$ cat src/rtl/universal_shift_register_n.sv
// universal_shift_register_n: WIDTH-bit universal shift register with a start/busy/done burst engine
module universal_shift_register_n #(
    parameter int WIDTH = 8,
    parameter int CW = $clog2(WIDTH) + 1
) (
    input  logic             CLK,
    input  logic             Clear,
    input  logic             en,
    input  logic [2:0]       mode,
    input  logic             MSB_in,
    input  logic             LSB_in,
    input  logic [WIDTH-1:0] I_par,
    input  logic             start,
    input  logic [CW-1:0]    amount,
    output logic [WIDTH-1:0] A_par,
    output logic             MSB_out,
    output logic             LSB_out,
    output logic             busy,
    output logic             done
);
    typedef enum logic {IDLE, RUN} state_t;
    state_t state, state_n;
    logic [CW-1:0] cnt, cnt_n;
    logic [2:0] lmode, lmode_n;
    logic [WIDTH-1:0] a_n;
    logic done_n;
    logic shift_class;

    function automatic logic [WIDTH-1:0] step(
        input logic [2:0]       m,
        input logic [WIDTH-1:0] a,
        input logic             msb,
        input logic             lsb,
        input logic [WIDTH-1:0] p
    );
        case (m)
            3'd1:    step = {msb, a[WIDTH-1:1]};
            3'd2:    step = {a[WIDTH-2:0], lsb};
            3'd3:    step = p;
            3'd4:    step = {a[0], a[WIDTH-1:1]};
            3'd5:    step = {a[WIDTH-2:0], a[WIDTH-1]};
            3'd6:    step = {a[WIDTH-1], a[WIDTH-1:1]};
            3'd7:    step = '0;
            default: step = a;
        endcase
    endfunction

    assign shift_class = (mode inside {3'd1, 3'd2, 3'd4, 3'd5, 3'd6});
    assign busy        = (state == RUN);
    assign MSB_out     = A_par[WIDTH-1];
    assign LSB_out     = A_par[0];

    // State and datapath registers; Clear wipes everything, aborting any burst
    always_ff @(posedge CLK) begin
        if (!Clear) begin
            state <= IDLE;
            cnt   <= '0;
            lmode <= 3'd0;
            A_par <= '0;
            done  <= 1'b0;
        end else begin
            state <= state_n;
            cnt   <= cnt_n;
            lmode <= lmode_n;
            A_par <= a_n;
            done  <= done_n;
        end
    end

    // Next state: burst steps from the latched mode, otherwise start/en act once on live mode
    always_comb begin
        state_n = state;
        cnt_n   = cnt;
        lmode_n = lmode;
        a_n     = A_par;
        done_n  = 1'b0;
        if (state == RUN) begin
            if (cnt == '0) begin
                state_n = IDLE;
                done_n  = 1'b1;
            end else begin
                a_n   = step(lmode, A_par, MSB_in, LSB_in, I_par);
                cnt_n = cnt - 1'b1;
            end
        end else if (start && shift_class) begin
            state_n = RUN;
            cnt_n   = amount;
            lmode_n = mode;
        end else if (start || en) begin
            a_n = step(mode, A_par, MSB_in, LSB_in, I_par);
        end
    end
endmodule

$ cat config.mk
export PLATFORM = sky130hd
export DESIGN_NAME = universal_shift_register_n
export DESIGN_NICKNAME = d
export VERILOG_FILES = /design/src/rtl/universal_shift_register_n.sv
export SDC_FILE = /design/constraint.sdc
export NUM_CORES = 1
export LEC_CHECK = 0
export CORE_MARGIN = 5
export CORE_UTILIZATION = 54
export CTS_CLUSTER_DIAMETER = 80
export CTS_CLUSTER_SIZE = 30
export DETAILED_ROUTE_END_ITERATION = 8
export GPL_ROUTABILITY_DRIVEN = 0
export PLACE_DENSITY = 0.85
export SYNTH_ARGS = -nofsm -noshare
export SYNTH_HDL_FRONTEND = slang
export SYNTH_SLANG_ARGS = --single-unit
$ cat constraint.sdc
create_clock -name CLK -period 3.2 [get_ports CLK]
set_input_delay 0.32 -clock CLK [delete_from_list [all_inputs] [get_ports CLK]]
set_output_delay 0.32 -clock CLK [all_outputs]
set_load 0.02 [all_outputs]
==> flow_summary.toml <==
[yosys]
seq_area_frac_synth_pct = 22.8
netlist_instances = 190
synth-main-ff-cell = "sky130_fd_sc_hd__dfxtp_1"
syn_area_um2 = 1500
synth_cell_types = 55
ys_seq_elements = 17
avgSynthCellArea_um2 = 7.87
synth_enable_flop_cells = 0
async_flop_share_pct = 0
mappedNetlistNets = 213
ys.warnings.count = 0

[drt]
via_per_inst = 6.35
drt-initial-drc-count = 80
vias = 1523
wl_per_cell_um = 15.7
detailroute.wirelength.met2_um = 1800
met3WireLength_um = 258
highest-signal-layer = "met4"
drt-pass1-iter-count = 4
drt_wl_total_um = 3760
drc = 0
m1WireLength_um = 1630
final_antenna_net_count = 0

[global_routing]
overflow = 0
grt_start_max_net_pins = 20
grt_pass1_wl_um = 6330
gr-usage-all-layers_pct = 19.2
grt_pass1_vias = 1427
grt_antenna_before_repair = 0

[floorplanning]
floorplan.die_area_um2 = 3920
initial_utilization_pct = 55.2
io_pins = 33
dieHeight_um = 62.6
placeableCoreArea_um2 = 2710
dieWidth_um = 62.6
placement_rows = 19

[sta]
tns_ns = 0
final-hold-violation-count = 0
timing_max_transition_violations_final = 0
relSlewSlack_pct = 47.9
setup_viol_count_final = 0
fin_skew_ns = 0.00523
timing.final.crit_period_ns = 2.24
maxClockFrequency_ghz = 0.446
timing.final.crit_share_pct = 70.1
rsz0062_at_grt = "no"
worstMarginPinSlew_ns = 0.781
worst_case_setup_margin_in_the_final_layout_ns = 0.957

[final_layout]
drive_gt1_share_pct = 8.61
design_area_um2 = 1770
layout-area-overhead-vs-synth_pct = 18.6
diodes = 0
nNetsFinal = 233
layout.area.seq_um2 = 340
multi_input_area_um2 = 1000
num-fill-cells = 230

[power_and_ir_drop]
part_of_the_total_power_dissipated_in_sequential_elements_pct = 43.4
p_int_mw = 0.385
p_total_mw = 0.605
clockPowerShare_pct = 19.7
p_comb_share_pct = 36.9
power_density_nw_per_um2 = 341
p_sw_share_pct = 36.3
netSwitchingPower_mw = 0.220
power.ir.vdd_worst_mv = 0.363
p_leak_nw = 0.661

[outcome]
outcome = "finished, final reports clean"

[setup_path]
cp_slowest_stage_delay_ns = 0.84
worstPathRequired_ns = 3.40
timing.rr.end = "A_par[5]"
critPathLaunch = "busy"
critical_path.startpoint_type = "register"
data_arrival_time_of_the_critical_path_ns = 2.45
worst_setup_path_end_kind = "register"
crit_path_max_fanout = 19
rr_startpoint = "busy"
r2r_slack_ns = 0.96
critical_path.endpoint = "A_par[5]"
reg2reg_depth = 5
crit_path_top_delay_cell = "sky130_fd_sc_hd__dfxtp_1"
crit_chain = "inv_2, a22oi_1, and2_1, nor2b_2, a22o_1"
setup.worst_path.class = "register to register"

[placement]
place_area_um2 = 1750
pre_cts_ws_ns = 0.906
dpl.hpwl_um = 2710
port_buffers = 32

[cts]
cts_sinks = 17
cts-hold-fix-buffers = 0
cts_resized = 0
postCtsSetupRepairBufs = 0
cts-buffers-inserted = 3
worstSkewPairLatency_ns = 0.30
cts_buffer_depth = 2
h_tree_depth = 1
cts_root_buf = "sky130_fd_sc_hd__clkbuf_4"
clk_pin_slew_ns = 0.10
cts_tree = "built"

[flow_run]
timing.max_cap.violations = 0

[min_path]
hold_path_class = "register to register"
## power groups by stage
| stage | clock network, mW | registers (mW) | logic [mW] |
|---|---|---|---|
| final | 0.119 | 0.263 | 0.223 |
| after global routing | 0.137 | 0.266 | 0.244 |
| after CTS | 0.122 | 0.262 | 0.222 |
| after detailed placement | 0 | 0.267 | 0.221 |
| after global placement | 0 | 0.266 | 0.215 |
| after floorplan | 0 | 0.253 | 0.167 |
## cell type report
cell class	instances	area share, %
clock buffers	3	1.27
clock inverters	1	0.282
inverters	12	2.54
multi-input cells	144	56.5
flip-flops and latches	17	19.2
well taps	31	2.19
repair buffers	32	18.1
## metal layers
metal / track usage [%] / up-vias
met4: 9.55 / 0
met5: 0 / -
met3: 4.86 / 11
met1: 22.7 / 700
li1: - / 744
met2: 32.0 / 68
## flip-flops by register name, indices dropped and copies added (netlist names)
register / cells
A_par: 8
busy: 1
cnt: 4
done: 1
lmode: 3
## per-stage QoR
stage / hold slack (ns) / utilization, % / instances
after CTS: 0.552 / 65.4 / 240
final: 0.550 / 65.4 / 240
after global routing: 0.581 / 65.4 / 240
after detailed placement: 0.528 / 64.4 / 236
after global placement: 0.501 / 64.4 / 236
after floorplan: 0.442 / - / 190
## cell usage in the layout (no fill, tap or decap), types with 2 or more instances in the layout
master and instances:
sky130_fd_sc_hd__a21oi_1 11, sky130_fd_sc_hd__a221oi_1 2, sky130_fd_sc_hd__a22o_1 11, sky130_fd_sc_hd__and2_1 4, sky130_fd_sc_hd__and3b_1 2, sky130_fd_sc_hd__clkbuf_4 3
sky130_fd_sc_hd__clkdlybuf4s50_1 32, sky130_fd_sc_hd__dfxtp_1 17, sky130_fd_sc_hd__ha_1 2, sky130_fd_sc_hd__inv_1 11, sky130_fd_sc_hd__mux2i_1 8, sky130_fd_sc_hd__nand2_1 10
sky130_fd_sc_hd__nand2b_1 4, sky130_fd_sc_hd__nand4b_1 8, sky130_fd_sc_hd__nor2_1 9, sky130_fd_sc_hd__nor2b_1 4, sky130_fd_sc_hd__nor3_1 9, sky130_fd_sc_hd__o2111ai_1 2
sky130_fd_sc_hd__o211ai_2 2, sky130_fd_sc_hd__o21ai_0 19, sky130_fd_sc_hd__o21ai_1 2, sky130_fd_sc_hd__o22ai_1 6
## cells in the mapped netlist (all sizes together) (2+ instances only)
cell | number | area share [%]
a221oi | 2 | 1.2
nand2b | 4 | 1.7
and3b | 2 | 1.2
o21ai | 22 | 7.6
nor2 | 9 | 2.3
o211ai | 3 | 2.2
and2 | 5 | 2.2
o22ai | 6 | 2.5
a21bo | 2 | 1.3
inv | 12 | 3.0
nand4b | 8 | 4.7
a22o | 12 | 7.1
dfxtp | 17 | 23
nor3 | 10 | 3.7
buf | 16 | 7.0
o2111ai | 2 | 1.2
a21oi | 11 | 3.7
nand2 | 10 | 2.5
nor2b | 6 | 3.2
mux2i | 8 | 5.4
ha | 2 | 1.7
## worst max-delay path: cells and delay by family, from the launching register on
kind / cells / cell delay (ns)
simple gates: 2 / 0.32
compound gates: 2 / 0.63
buf+inv: 1 / 0.35
flops: 1 / 0.84
## logic make-up (layout without fill, tap and decap cells)
group	Yosys count	after routing	share of synthesized area [%]
flip-flops	17	17	22.8
adder cells (fa/ha/maj)	2	2	1.67
XOR/XNOR	1	1	0.586
AO/OA/AOI/OAI	69	69	31.6
multiplexers	9	9	6.36
buffers and inverters	29	48	10.3
AND/OR/NAND/NOR	63	63	26.7
## worst min path at each step
stage	from	end	cells past startpoint
floorplan	Clear	busy	1
global placement	cnt[1]	cnt[1]	1
detailed placement	cnt[1]	cnt[1]	1
CTS	cnt[1]	cnt[1]	1
global route	cnt[1]	cnt[1]	1
finish	cnt[1]	cnt[1]	1
(Power assumes the default switching activity.)
